<file path="src/rtl/imem_dmem_arbiter_if.sv">
// Bus bundle between the fetch/load-store requesters, the arbiter and the shared memory.
interface imem_dmem_arbiter_if #(
    parameter int unsigned AW = 32,
    parameter int unsigned DW = 32
);
    // Fetch requester
    logic          if_req;
    logic [AW-1:0] if_addr;
    logic          if_ack;
    logic [DW-1:0] if_rdata;
    // Load/store requester
    logic          d_req;
    logic          d_we;
    logic [AW-1:0] d_addr;
    logic [DW-1:0] d_wdata;
    logic          d_ack;
    logic [DW-1:0] d_rdata;
    // Shared single-port memory
    logic [AW-1:0] mem_addr;
    logic [DW-1:0] mem_wdata;
    logic          mem_enable;
    logic          mem_wr;
    logic [DW-1:0] mem_rdata;

    // Arbiter side
    modport slave (
        input  if_req, if_addr, d_req, d_we, d_addr, d_wdata, mem_rdata,
        output if_ack, if_rdata, d_ack, d_rdata, mem_addr, mem_wdata, mem_enable, mem_wr
    );

    // Requester/memory side
    modport master (
        output if_req, if_addr, d_req, d_we, d_addr, d_wdata, mem_rdata,
        input  if_ack, if_rdata, d_ack, d_rdata, mem_addr, mem_wdata, mem_enable, mem_wr
    );
endinterface

</file>
<file path="src/rtl/imem_dmem_arbiter.sv">
// Round-robin arbiter sharing one single-port memory between instruction fetch and
// load/store. One transaction at a time: IDLE -> ACCESS (MEM_LAT cycles) -> DONE (ack).
module imem_dmem_arbiter #(
    parameter int unsigned MEM_LAT = 1,
    parameter int unsigned AW      = 32,
    parameter int unsigned DW      = 32
) (
    input  logic                clk,
    input  logic                rst,
    imem_dmem_arbiter_if.slave  bus,
    output logic                busy
);

    typedef enum logic [1:0] {StIdle, StAccess, StDone} state_e;

    state_e        r_state;
    logic          r_last_d;   // 1: last grant went to the data port
    logic          r_win_d;    // 1: current transaction belongs to the data port
    logic [AW-1:0] r_addr;
    logic [DW-1:0] r_wdata;
    logic          r_we;
    logic [3:0]    r_cnt;
    logic [DW-1:0] r_resp;
    logic          r_mem_en;
    logic          r_mem_wr;
    logic          r_if_ack;
    logic          r_d_ack;

    logic          w_any_req;
    logic          w_grant_d;

    // Pick the winner: a lone requester wins, a tie goes to whoever was not served last.
    always_comb begin
        w_any_req = bus.if_req | bus.d_req;
        w_grant_d = bus.d_req & (~bus.if_req | ~r_last_d);
    end

    // Transaction FSM; all memory-side and ack outputs are registered here.
    always_ff @(posedge clk or negedge rst) begin
        if (!rst) begin
            r_state  <= StIdle;
            r_last_d <= 1'b1;
            r_win_d  <= 1'b0;
            r_addr   <= '0;
            r_wdata  <= '0;
            r_we     <= 1'b0;
            r_cnt    <= '0;
            r_resp   <= '0;
            r_mem_en <= 1'b0;
            r_mem_wr <= 1'b0;
            r_if_ack <= 1'b0;
            r_d_ack  <= 1'b0;
        end else begin
            unique case (r_state)
                StIdle: begin
                    if (w_any_req) begin
                        r_state  <= StAccess;
                        r_win_d  <= w_grant_d;
                        r_last_d <= w_grant_d;
                        r_addr   <= w_grant_d ? bus.d_addr : bus.if_addr;
                        r_wdata  <= w_grant_d ? bus.d_wdata : '0;
                        r_we     <= w_grant_d & bus.d_we;
                        r_cnt    <= 4'(MEM_LAT);
                        r_mem_en <= 1'b1;
                        r_mem_wr <= w_grant_d & bus.d_we;
                    end
                end
                StAccess: begin
                    r_cnt <= r_cnt - 4'd1;
                    // Last enabled cycle: sample the memory and hand off to DONE.
                    if (r_cnt == 4'd1) begin
                        r_resp   <= r_we ? '0 : bus.mem_rdata;
                        r_mem_en <= 1'b0;
                        r_mem_wr <= 1'b0;
                        r_if_ack <= ~r_win_d;
                        r_d_ack  <= r_win_d;
                        r_state  <= StDone;
                    end
                end
                StDone: begin
                    r_if_ack <= 1'b0;
                    r_d_ack  <= 1'b0;
                    r_state  <= StIdle;
                end
                default: begin
                    r_state <= StIdle;
                end
            endcase
        end
    end

    // Output mapping; no path from the request inputs reaches these.
    always_comb begin
        bus.mem_addr   = r_addr;
        bus.mem_wdata  = r_wdata;
        bus.mem_enable = r_mem_en;
        bus.mem_wr     = r_mem_wr;
        bus.if_ack     = r_if_ack;
        bus.d_ack      = r_d_ack;
        bus.if_rdata   = r_resp;
        bus.d_rdata    = r_resp;
        busy           = (r_state != StIdle);
    end

endmodule

</file>
<file path="src/flat_wrapper.sv">
// flat-port wrapper written by rule: the top's interface ports become plain ports
module imem_dmem_arbiter_flat 
#(
    parameter int unsigned MEM_LAT = 1,
    parameter int unsigned AW      = 32,
    parameter int unsigned DW      = 32
)
  (clk, rst, busy, bus_if_req, bus_if_addr, bus_d_req, bus_d_we, bus_d_addr, bus_d_wdata, bus_mem_rdata, bus_if_ack, bus_if_rdata, bus_d_ack, bus_d_rdata, bus_mem_addr, bus_mem_wdata, bus_mem_enable, bus_mem_wr);
  imem_dmem_arbiter_if #(.AW(AW), .DW(DW)) bus_i ();
  input  logic clk;
  input  logic rst;
  output logic busy;
  input wire logic [$bits(bus_i.if_req)-1:0] bus_if_req;
  input wire logic [$bits(bus_i.if_addr)-1:0] bus_if_addr;
  input wire logic [$bits(bus_i.d_req)-1:0] bus_d_req;
  input wire logic [$bits(bus_i.d_we)-1:0] bus_d_we;
  input wire logic [$bits(bus_i.d_addr)-1:0] bus_d_addr;
  input wire logic [$bits(bus_i.d_wdata)-1:0] bus_d_wdata;
  input wire logic [$bits(bus_i.mem_rdata)-1:0] bus_mem_rdata;
  output wire logic [$bits(bus_i.if_ack)-1:0] bus_if_ack;
  output wire logic [$bits(bus_i.if_rdata)-1:0] bus_if_rdata;
  output wire logic [$bits(bus_i.d_ack)-1:0] bus_d_ack;
  output wire logic [$bits(bus_i.d_rdata)-1:0] bus_d_rdata;
  output wire logic [$bits(bus_i.mem_addr)-1:0] bus_mem_addr;
  output wire logic [$bits(bus_i.mem_wdata)-1:0] bus_mem_wdata;
  output wire logic [$bits(bus_i.mem_enable)-1:0] bus_mem_enable;
  output wire logic [$bits(bus_i.mem_wr)-1:0] bus_mem_wr;
  assign bus_i.if_req = bus_if_req;
  assign bus_i.if_addr = bus_if_addr;
  assign bus_i.d_req = bus_d_req;
  assign bus_i.d_we = bus_d_we;
  assign bus_i.d_addr = bus_d_addr;
  assign bus_i.d_wdata = bus_d_wdata;
  assign bus_i.mem_rdata = bus_mem_rdata;
  assign bus_if_ack = bus_i.if_ack;
  assign bus_if_rdata = bus_i.if_rdata;
  assign bus_d_ack = bus_i.d_ack;
  assign bus_d_rdata = bus_i.d_rdata;
  assign bus_mem_addr = bus_i.mem_addr;
  assign bus_mem_wdata = bus_i.mem_wdata;
  assign bus_mem_enable = bus_i.mem_enable;
  assign bus_mem_wr = bus_i.mem_wr;
  imem_dmem_arbiter #(.MEM_LAT(MEM_LAT), .AW(AW), .DW(DW)) u_core (.clk(clk), .rst(rst), .bus(bus_i), .busy(busy));
endmodule
</file>
<file path="config.mk">
export PLATFORM = sky130hd
export DESIGN_NAME = imem_dmem_arbiter_flat
export DESIGN_NICKNAME = d
export VERILOG_FILES = /design/src/rtl/imem_dmem_arbiter_if.sv /design/src/rtl/imem_dmem_arbiter.sv /design/src/flat_wrapper.sv
export SDC_FILE = /design/constraint.sdc
export NUM_CORES = 1
export LEC_CHECK = 0
export ABC_AREA = 0
export CAP_MARGIN = 20
export CORE_MARGIN = 10
export CORE_UTILIZATION = 40
export CTS_BUF_LIST = sky130_fd_sc_hd__clkbuf_8
export DETAILED_ROUTE_END_ITERATION = 8
export PLACE_DENSITY_LB_ADDON = 0.05
export SLEW_MARGIN = 40
export SYNTH_ARGS = -nofsm -noshare
export SYNTH_HDL_FRONTEND = slang
export SYNTH_SLANG_ARGS = --single-unit
</file>
<file path="constraint.sdc">
create_clock -name clk -period 1.7 [get_ports clk]
set_input_delay 0.17 -clock clk [delete_from_list [all_inputs] [get_ports clk]]
set_output_delay 0.17 -clock clk [all_outputs]
set_load 0.02 [all_outputs]
</file>
[Word-level counts from Yosys, hierarchy flattened]
Index checks and enable logic that the tools add are counted.
Word-level totals
  input port bits: 133
  word-level logic and storage cells: 52
  flip-flop bits (word level): 109
Operators by class
  $add $sub $neg: 1
  multiplexer cells: 17
  reductions and logical operators: 10
  bitwise logic cells: 7
  equality and inequality tests: 5
Operator list (number)
  2-to-1 mux 32 bit: 3
  AND reduction 2 bit: 5
  case mux 1 bit (2 select lines): 4
  case mux 4 bit (2 select lines): 1
  nonzero test 2 bit: 3
  2-to-1 mux 1 bit: 5
  equality test 4 x 1 -> 1 bit, second input constant: 1
  2-to-1 mux 2 bit: 2
  2-to-1 mux 4 bit: 1
  inequality test 2 x 1 -> 1 bit, second input constant: 2
  case mux 2 bit (2 select lines): 1
  subtractor 4 x 1 -> 4 bit, second input constant: 1
  inverter 1 bit: 3
  AND reduction 3 bit: 1
  AND 1 bit: 2
  equality test 2 x 1 -> 1 bit, second input constant: 1
  equality test 2 bit, second input constant: 1
  zero test 2 bit: 1
  bitwise OR 1 bit: 2

[Longest topological paths before layout]
Gate-level depths: netlist of run 1.
  depth in word-level cells: 6
  gate-level depth with buffers: 6
  gate-level depth less buffers: 5

[Worst setup path after synthesis of run 1]
Ideal clock, no wire load.
  kind: reg-to-reg
  from: register u_core.r_cnt[0]
  to: register u_core.r_resp[21] (netlist: u_core.bus.d_rdata[21])
  stages on the path, launching flop included: 6
  period minus slack after synthesis: 1.537 ns
  path slack: 0.163 ns
  library setup time: 0.125 ns
  arrival: 1.412 ns
  required time: 1.575 ns
  path through: dfrtp_1 > ha_1 > nor3b_2 > nand2_2 > buf_2 > mux2_2
Between the ends
  cells in the longest elaborated chain, start to end: 2
Ends and longest elaborated chain
  from (decl): line imem_dmem_arbiter.sv:22  | logic [3:0] r_cnt;
  from (signal assigned): line imem_dmem_arbiter.sv:63  | r_cnt <= 4'(MEM_LAT);
  from (signal assigned): line imem_dmem_arbiter.sv:69  | r_cnt <= r_cnt - 4'd1;
  equality test 4 x 1 -> 1 bit: line imem_dmem_arbiter.sv:71  | if (r_cnt == 4'd1) begin
  AND reduction 2 bit (no line)
  to (signal assigned): line imem_dmem_arbiter.sv:72  | r_resp <= r_we ? '0 : bus.mem_rdata;
  to (decl): line imem_dmem_arbiter.sv:23  | logic [DW-1:0] r_resp;
No other way between the ends.
A chain may end at the register's enable or synchronous reset.

[Final worst setup path of run 1]
  from: register u_core.r_cnt[1]
  to: register u_core.r_resp[0] (netlist: u_core.bus.d_rdata[0])
Same word-level chain as after synthesis.

==> results of run 1 <==
==> area by class of cell <==
type,instances,area share [%]
Timing Repair Buffer,286,37.9
Inverter,5,0.240
Antenna cell,2,0.0639
Sequential cell,109,34.9
Multi-Input combinational cell,264,22.3
Clock inverter,6,0.560
Tap cell,147,2.35
Clock buffer,10,1.76
==> state kept, by name, indices dropped and copies added (netlist names) <==
name / cells
u_core.bus.mem_addr: 32
u_core.bus.mem_wdata: 32
u_core.bus.d_rdata: 32
u_core.r_cnt: 4
u_core.bus.mem_enable: 1
u_core.bus.mem_wr: 1
u_core.bus.d_ack: 1
u_core.r_win_d: 1
u_core.r_we: 1
u_core.bus.if_ack: 1
u_core.r_state: 2
u_core.r_last_d: 1
==> critical path: stages (launching register included) <==
cell	delay (ps)
dfrtp_1	420
inv_2	90
ha_4	130
nor3b_4	250
nand2_4	170
clkbuf_16	200
mux2_2	260
==> per-stage QoR <==
step	setup slack (ps)	TNS, ps	instance area [sq um]	instances	util, %
after CTS	25.4	0	7700	822	64.1
after floorplan	163	0	4890	442	-
after detailed placement	19.3	0	7510	805	62.5
after global placement	57.5	0	7510	805	62.5
final	62.9	0	7830	829	65.2
after global routing	-10.7	-87.1	7820	828	65.1
==> power groups by stage <==
stage / clock network [mW] / logic (mW) / registers (mW)
global route: 1.66 / 9.68 / 4.93
finish: 1.51 / 9.07 / 4.75
CTS: 1.56 / 8.97 / 4.74
detailed placement: 0 / 8.96 / 4.77
global placement: 0 / 8.83 / 4.71
floorplan: 0 / 3.60 / 6.12
==> per-layer routing <==
| layer | vias to the layer above | global-route usage, % |
|---|---|---|
| li1 | 1965 | - |
| met1 | 2027 | 20.6 |
| met2 | 181 | 29.9 |
| met3 | 16 | 6.41 |
| met4 | 0 | 7.00 |
| met5 | - | 0 |
==> logic make-up (layout without fill, tap and decap cells) <==
| group | count (synthesis) | after routing |
|---|---|---|
| flops | 109 | 109 |
| xor+xnor | 1 | 1 |
| compound gates | 114 | 114 |
| other cells | 0 | 2 |
| simple gates | 115 | 115 |
| fa+ha+maj | 2 | 2 |
| mux | 32 | 32 |
| buf+inv | 69 | 307 |
==> final timing paths <==
check / endpoint / depth (start not counted)
max: u_core.bus.d_rdata[0] / 6
max reg2reg: u_core.bus.d_rdata[0] / 6
max in group asynchronous: u_core.bus.mem_addr[5] / 3
min reg2reg: u_core.bus.mem_enable / 1
min: u_core.bus.d_rdata[24] / 2
min in group clk: u_core.bus.mem_addr[18] / 3
==> repair_timing <==
| action | 4_1_cts | 5_1_grt |
|---|---|---|
| gates cloned | 0 | 4 |
| endpoints found under the hold margin | 27 | 0 |
| endpoints found under the setup margin | 1 | 31 |
| setup buffers | 0 | 1 |
| hold buffers | 1 | 0 |
| gates resized for setup | 2 | 5 |
==> Yosys cell counts <==
cell type	n	share of area (%)
a21bo_2	1	0.20
a21boi_2	1	0.23
a21o_1	3	0.46
a21oi_1	35	3.6
a22o_1	33	5.9
a31oi_1	32	4.1
and2_1	1	0.13
and2b_1	1	0.15
and3_1	1	0.13
buf_1	2	0.15
buf_2	6	0.61
buf_4	34	5.2
buf_6	8	1.8
clkbuf_1	14	1.1
dfrtp_1	108	55
dfstp_2	1	0.54
ha_1	2	0.51
inv_1	5	0.38
mux2_2	32	7.4
nand2_1	68	5.2
nand2_2	1	0.13
nand2b_1	2	0.26
nand3_1	2	0.20
nand4_1	1	0.13
nor2_1	2	0.15
nor2b_1	32	4.1
nor3_1	1	0.10
nor3b_2	1	0.26
o211ai_1	3	0.46
o21ai_0	4	0.41
o21ba_2	1	0.20
o22ai_1	1	0.13
or2_1	1	0.13
or3b_2	1	0.18
xor2_1	1	0.18
==> layout by cell type (no fill, tap or decap), drive strengths merged, types with 2 or more instances in the layout <==
cell type,instances
clkdlybuf4s50,263
dfrtp,108
nand2,69
a21oi,35
a22o,33
a31oi,32
nor2b,32
mux2,32
buf,18
clkbuf,13
inv,8
o21ai,4
a21o,3
o211ai,3
diode,2
nand2b,2
nand3,2
clkinv,2
nor2,2
ha,2
==> impl_results.md, run 1 <==
* Outcome: finished clean
* Clock share of power at between 9 and 10%
* Initial core utilization at 40.7%
* Num CTS Buffers at 9
* Critical Path AT at approximately 1900 ps
* Main combinational cell family by area after synthesis: compound AO/OA/AOI/OAI gates
* Die Height at approximately 130 um
* Vias in the first global route at 4,314
* Worst VDD drop at ~0.73 mV
* TritonCTS clock tree: done
* Multi-input logic area at 1740 sq um
* Share of cells above drive strength 1 at 11.6%
* Register area share after synthesis at between 50% and 60%
* Vias per cell at between 5 and 6
* Crit end category: flop
* Global placer's final weighted congestion at 0.781
* Pwr Density at approximately 2000 nW/um^2
* Met3 WL at between 1500 and 2000 um
* Initial antenna violation count at 1
* Area growth from synthesis to layout at 59.9%
* Remaining global-route overflow at 0
* Synth Area in Compound Gates at between 15 and 20%
* First-pass GRT wire length at roughly 24,000 um
* Max transition margin at about three fifths
* Critical path launch point type: flop
* WL met2 at roughly 7900 um
* DRT iter0 DRCs at 160
* CTS clk-pin slew, worst paths at 100 ps
* Class of the most critical setup path: flop to flop
* Number of max-cap violations at 0
* Clk_lat worst skew at 370 ps
* NetSw at roughly 6.3 mW
* Worst Setup SP: u_core.r_cnt[1]
* Sink Count at roughly 110
* Synth Area in Adders at less than 1%
* Least-Margin Pin Slew at around 620 ps
* Switching portion of total power at between 40 and 50%
* Post-synthesis sequential element count at ~110
* Filler cells at ~1,000
* Wl on met1 at around 6400 um
* Final setup viols at 0
* Crit path time final at about 1600 ps
* Hold slack at about 300 ps
* Reg area at between 2000 and 3000 sq um
* Sequential cell fraction of total power at 31.0%
* Die area at between 15,000 and 20,000 sq um
* CP Max Fanout at 7
* Layout Skew at around 8 ps
* P_int at roughly 9 mW
* WL final at ~16,000 um
* H-Tree Depth at 3
* Lkg Pwr at between 3 and 4 nW
* Via count at 4,189
* Final ANT Viol Nets at 0
* Maximum clock rate at between 600 and 700 MHz
* I/O Buffers at ~270
* CTS Root Buffer Type: clkbuf_8
* YS warnings at 0
* Largest net degree at the start of global routing at 36
* Area of the mapped netlist at about 4900 sq um
* # IOs at 266
* Post-synthesis simple-gate area fraction at around 11%
* Tot GR Track Use at between 10% and 20%
* Worst reg2reg path startpoint: u_core.r_cnt[1]
* R2r setup slk at approximately 63 ps
* Worst Hold Class: input pin to asynchronous set/reset pin
* Nets at 810
* Synth Area in XOR/XNOR at less than 1%
* Die X at around 130 um
* Distinct cell type count after synthesis at 35
* Highest metal used: met4
* Total power at ~15 mW
* Drt pass-1 iters at 6
* Multiplexer share of the synthesized area at under 10%
* DP Wirelength at roughly 12,000 um
* Post-synthesis area per instance at 11.1 sq um
* # rows at 40
* Avg WL per Cell at approximately 19 um
* Clk buf depth at 2
* Fin. Hold Viols at 0
* CP required at around 2000 ps
* Cells after Synth at between 400 and 500
* # DRC at 0
* Tcrit/Tclk final at 96.3%
* Comb power frac at about three fifths
* Slew Limit Fails at 0
* CORE AREA at about 12,000 sq um
* Syn_nets at 577
Power figures use the tool's default switching activity.
==> run 2, diff against run 1 <==
--- a/config.mk
+++ b/config.mk
@@ -10,6 +10,7 @@
 export CORE_MARGIN = 10
 export CORE_UTILIZATION = 40
 export CTS_BUF_LIST = sky130_fd_sc_hd__clkbuf_8
+export CTS_CLUSTER_DIAMETER = 30
 export DETAILED_ROUTE_END_ITERATION = 8
 export PLACE_DENSITY_LB_ADDON = 0.05
 export SLEW_MARGIN = 40
==> results of run 2 <==
No change in the layout: final DEF, timing and power equal those of run 1.
==> run 3, diff against run 2 <==
--- a/config.mk
+++ b/config.mk
@@ -8,7 +8,7 @@
 export ABC_AREA = 0
 export CAP_MARGIN = 20
 export CORE_MARGIN = 10
-export CORE_UTILIZATION = 40
+export CORE_UTILIZATION = 43
 export CTS_BUF_LIST = sky130_fd_sc_hd__clkbuf_8
 export CTS_CLUSTER_DIAMETER = 30
 export DETAILED_ROUTE_END_ITERATION = 8
==> constraint.sdc (replaced) <==
create_clock -name clk -period 1.9 [get_ports clk]
set_input_delay 0.19 -clock clk [delete_from_list [all_inputs] [get_ports clk]]
set_output_delay 0.19 -clock clk [all_outputs]
set_load 0.02 [all_outputs]
==> run 3 against run 2 <==
Clock skew is 12 ps higher. Global-route usage is 0.63 points higher. Die area fell by 5.9%. Setup slack improved by 55 ps. Highest routed layer unchanged. Sequential cell count unchanged. Final area decreased by 1.7%. Sequential share of layout area rose by 0.61 points. Critical path type is now flop to output port. Core utilization is 4.9 points higher. Non-clock buffer count is 5 lower. Clock-buffer cell count decreased by 1.
==> impl_results.md, run 3 (synthesis gave the netlist of run 1 again) <==
* Outcome: finished clean (unchanged)
* Slew Limit Fails at 0 (unchanged)
* # IOs at 266 (unchanged)
* Cell Chain, Critical Path: nor2_2 -> inv_1 -> clkdlybuf4s50_1 (was inv_2 -> ha_4 -> nor3b_4 -> nand2_4 -> clkbuf_16 -> mux2_2)
* Wl on met1 at 6110 um (was 6390 um)
* Area growth from synthesis to layout at 57.2% (was 59.9%)
* Largest net degree at the start of global routing at 46 (was 36)
* Global placer's final weighted congestion at 0.796 (was 0.781)
* # rows at 38 (was 40)
* Buf+Inv Stages, Crit Path at 2 (unchanged)
* CORE AREA at 11,000 sq um (was 12,000 sq um)
* Class of the most critical setup path: flop to output port (was flop to flop)
* WL met2 at 7870 um (about the same)
* Num CTS Buffers at 9 (unchanged)
* Worst Hold Class: input pin to asynchronous set/reset pin (unchanged)
* I/O Buffers at 265 (unchanged)
* Worst reg2reg path startpoint: u_core.r_cnt[1] (unchanged)
* Max transition margin at 67.1% (was 58.9%)
* RSZ-0062 raised after global routing: false
* TritonCTS clock tree: done (unchanged)
* Worst VDD drop at 1.06 mV (was 0.730 mV)
* Die X at 127 um (was 131 um)
* Most frequent cells in the layout: clkdlybuf4s50_1, dfrtp_1, nand2_1, a21oi_1, a22o_1 (unchanged)
* Pwr Density at 1760 nW/um^2 (was 1960 nW/um^2)
* Die Height at 127 um (was 131 um)
* Reg2reg end: u_core.bus.d_rdata[26] (was u_core.bus.d_rdata[0])
* Layout Skew at 19.7 ps (was 8.16 ps)
* Nets at 805 (was 810)
* CP top delay family: buffers and inverters (was simple AND/OR/NAND/NOR gates)
* Tcrit/Tclk final at about 94%
* Hold-fix buffers, CTS at 1 (unchanged)
* CP required at 1710 ps (was 1960 ps)
* Critical Path AT at 1590 ps (was 1900 ps)
* Die area at 16,100 sq um (was 17,100 sq um)
* Tot GR Track Use at 18.6% (was 17.9%)
* DP Wirelength at 12,100 um (about the same)
* # DRC at 0 (unchanged)
* R2r setup slk at 270 ps (was 60 ps)
* Drt pass-1 iters at 4 (was 6)
* Commonest non-fill, non-tap cell in the layout: clkdlybuf4s50_1 (unchanged)
* Maximum clock rate at between 500 and 600 MHz
* Initial core utilization at 44.6% (was 40.7%)
* Via count at 4,178 (was 4,189)
* WL final at 15,700 um (was 16,100 um)
* CP max stage cell: clkdlybuf4s50_1 (was dfrtp_1)
* Final ANT Viol Nets at 0 (unchanged)
* Least-Margin Pin Slew at 494 ps (was 617 ps)
* H-Tree Depth at 3 (unchanged)
* Fin. Hold Viols at 0 (unchanged)
* Lkg Pwr at 3.28 nW (was 3.34 nW)
* Initial antenna violation count at 0 (was 1)
* Remaining global-route overflow at 0 (unchanged)
* R2R cell count at 6 (unchanged)
* CP max stage delay at 570 ps (was 420 ps)
* Final setup viols at 0 (unchanged)
* Sink Count at 109 (unchanged)
* CTS clk-pin slew, worst paths at 110 ps (was 100 ps)
* Vias per cell at 5.13 (was 5.05)
* Critical path launch point type: flop (unchanged)
* Setup TNS at 0 ps (unchanged)
* Vias in the first global route at 4,457 (was 4,314)
* Clk buf depth at 2 (unchanged)
* Dpl cell area at 7470 sq um (was 7510 sq um)
* Share of cells above drive strength 1 at 10.7% (was 11.6%)
* Post-CTS Setup Bufs at 0 (unchanged)
* N_diodes at 0 (was 2)
* Clk_lat worst skew at 390 ps (was 370 ps)
* DRT iter0 DRCs at 229 (was 160)
* Crit path time final at ~1800 ps
* CTS Root Buffer Type: clkbuf_8 (unchanged)
* Fin area at 7690 sq um (was 7830 sq um)
* Post-CTS Resized at 0 (was 2)
* Avg WL per Cell at 19.3 um (was 19.4 um)
* CP Max Fanout at 4 (was 7)
* Number of max-cap violations at 0 (unchanged)
* Crit end category: output port (was flop)
* Met3 WL at 1480 um (was 1550 um)
* First-pass GRT wire length at 24,200 um (was 24,000 um)
* Highest metal used: met4 (unchanged)
==> run 3: cell type report <==
type	instances	area [sq um]
Timing Repair Buffer	281	2850
Tap cell	140	175
Clock inverter	7	83.8
Multi-Input combinational cell	264	1710
Fill cell	858	3290
Sequential cell	109	2730
Clock buffer	9	124
Inverter	5	18.8
==> run 3: per-stage QoR <==
| step | cells | power [mW] | hold slack, ps | util, % | worst slack [ps] |
|---|---|---|---|---|---|
| 2_1_floorplan | 442 | 8.70 | -106 | - | 363 |
| 3_3_place_gp | 798 | 12.1 | 183 | 68.1 | 266 |
| 3_5_place_dp | 798 | 12.2 | 185 | 68.1 | 224 |
| 4_1_cts | 815 | 13.7 | 311 | 70.0 | 81.9 |
| 5_1_grt | 815 | 14.3 | 332 | 70.0 | 43.2 |
| 6_report | 815 | 13.5 | 302 | 70.0 | 118 |
==> run 3: worst reg2reg max path: stages, from the launching register on <==
cell	delay, ps
dfrtp_1	420
inv_1	90
ha_1	160
nor3b_2	260
nand2_2	120
buf_4	200
mux2_2	280
==> run 3: layer usage <==
layer | vias to the layer above | global-route usage (%)
met5 | - | 0
met4 | 0 | 5.16
met3 | 16 | 7.75
met2 | 180 | 31.9
met1 | 2026 | 20.6
li1 | 1956 | -
==> run 3: power breakdown <==
group	leakage [nW]	switching (mW)	internal [mW]	total, mW
logic	1.85	3.95	3.90	7.85
clock network	0.103	0.898	0.525	1.42
registers	1.33	0.757	3.48	4.24
==> run 3: how the worst max path moves through the flow <==
stage / slack [ps] / end / depth (start not counted) / startpoint
after floorplan: 360 / u_core.bus.d_rdata[21] / 5 / u_core.r_cnt[0]
after global placement: 270 / u_core.bus.mem_wdata[9] / 5 / bus_if_req
after detailed placement: 220 / u_core.bus.mem_addr[0] / 5 / bus_d_req
after CTS: 80 / busy / 3 / u_core.r_state[0]
after global routing: 40 / busy / 3 / u_core.r_state[0]
final: 120 / busy / 3 / u_core.r_state[0]
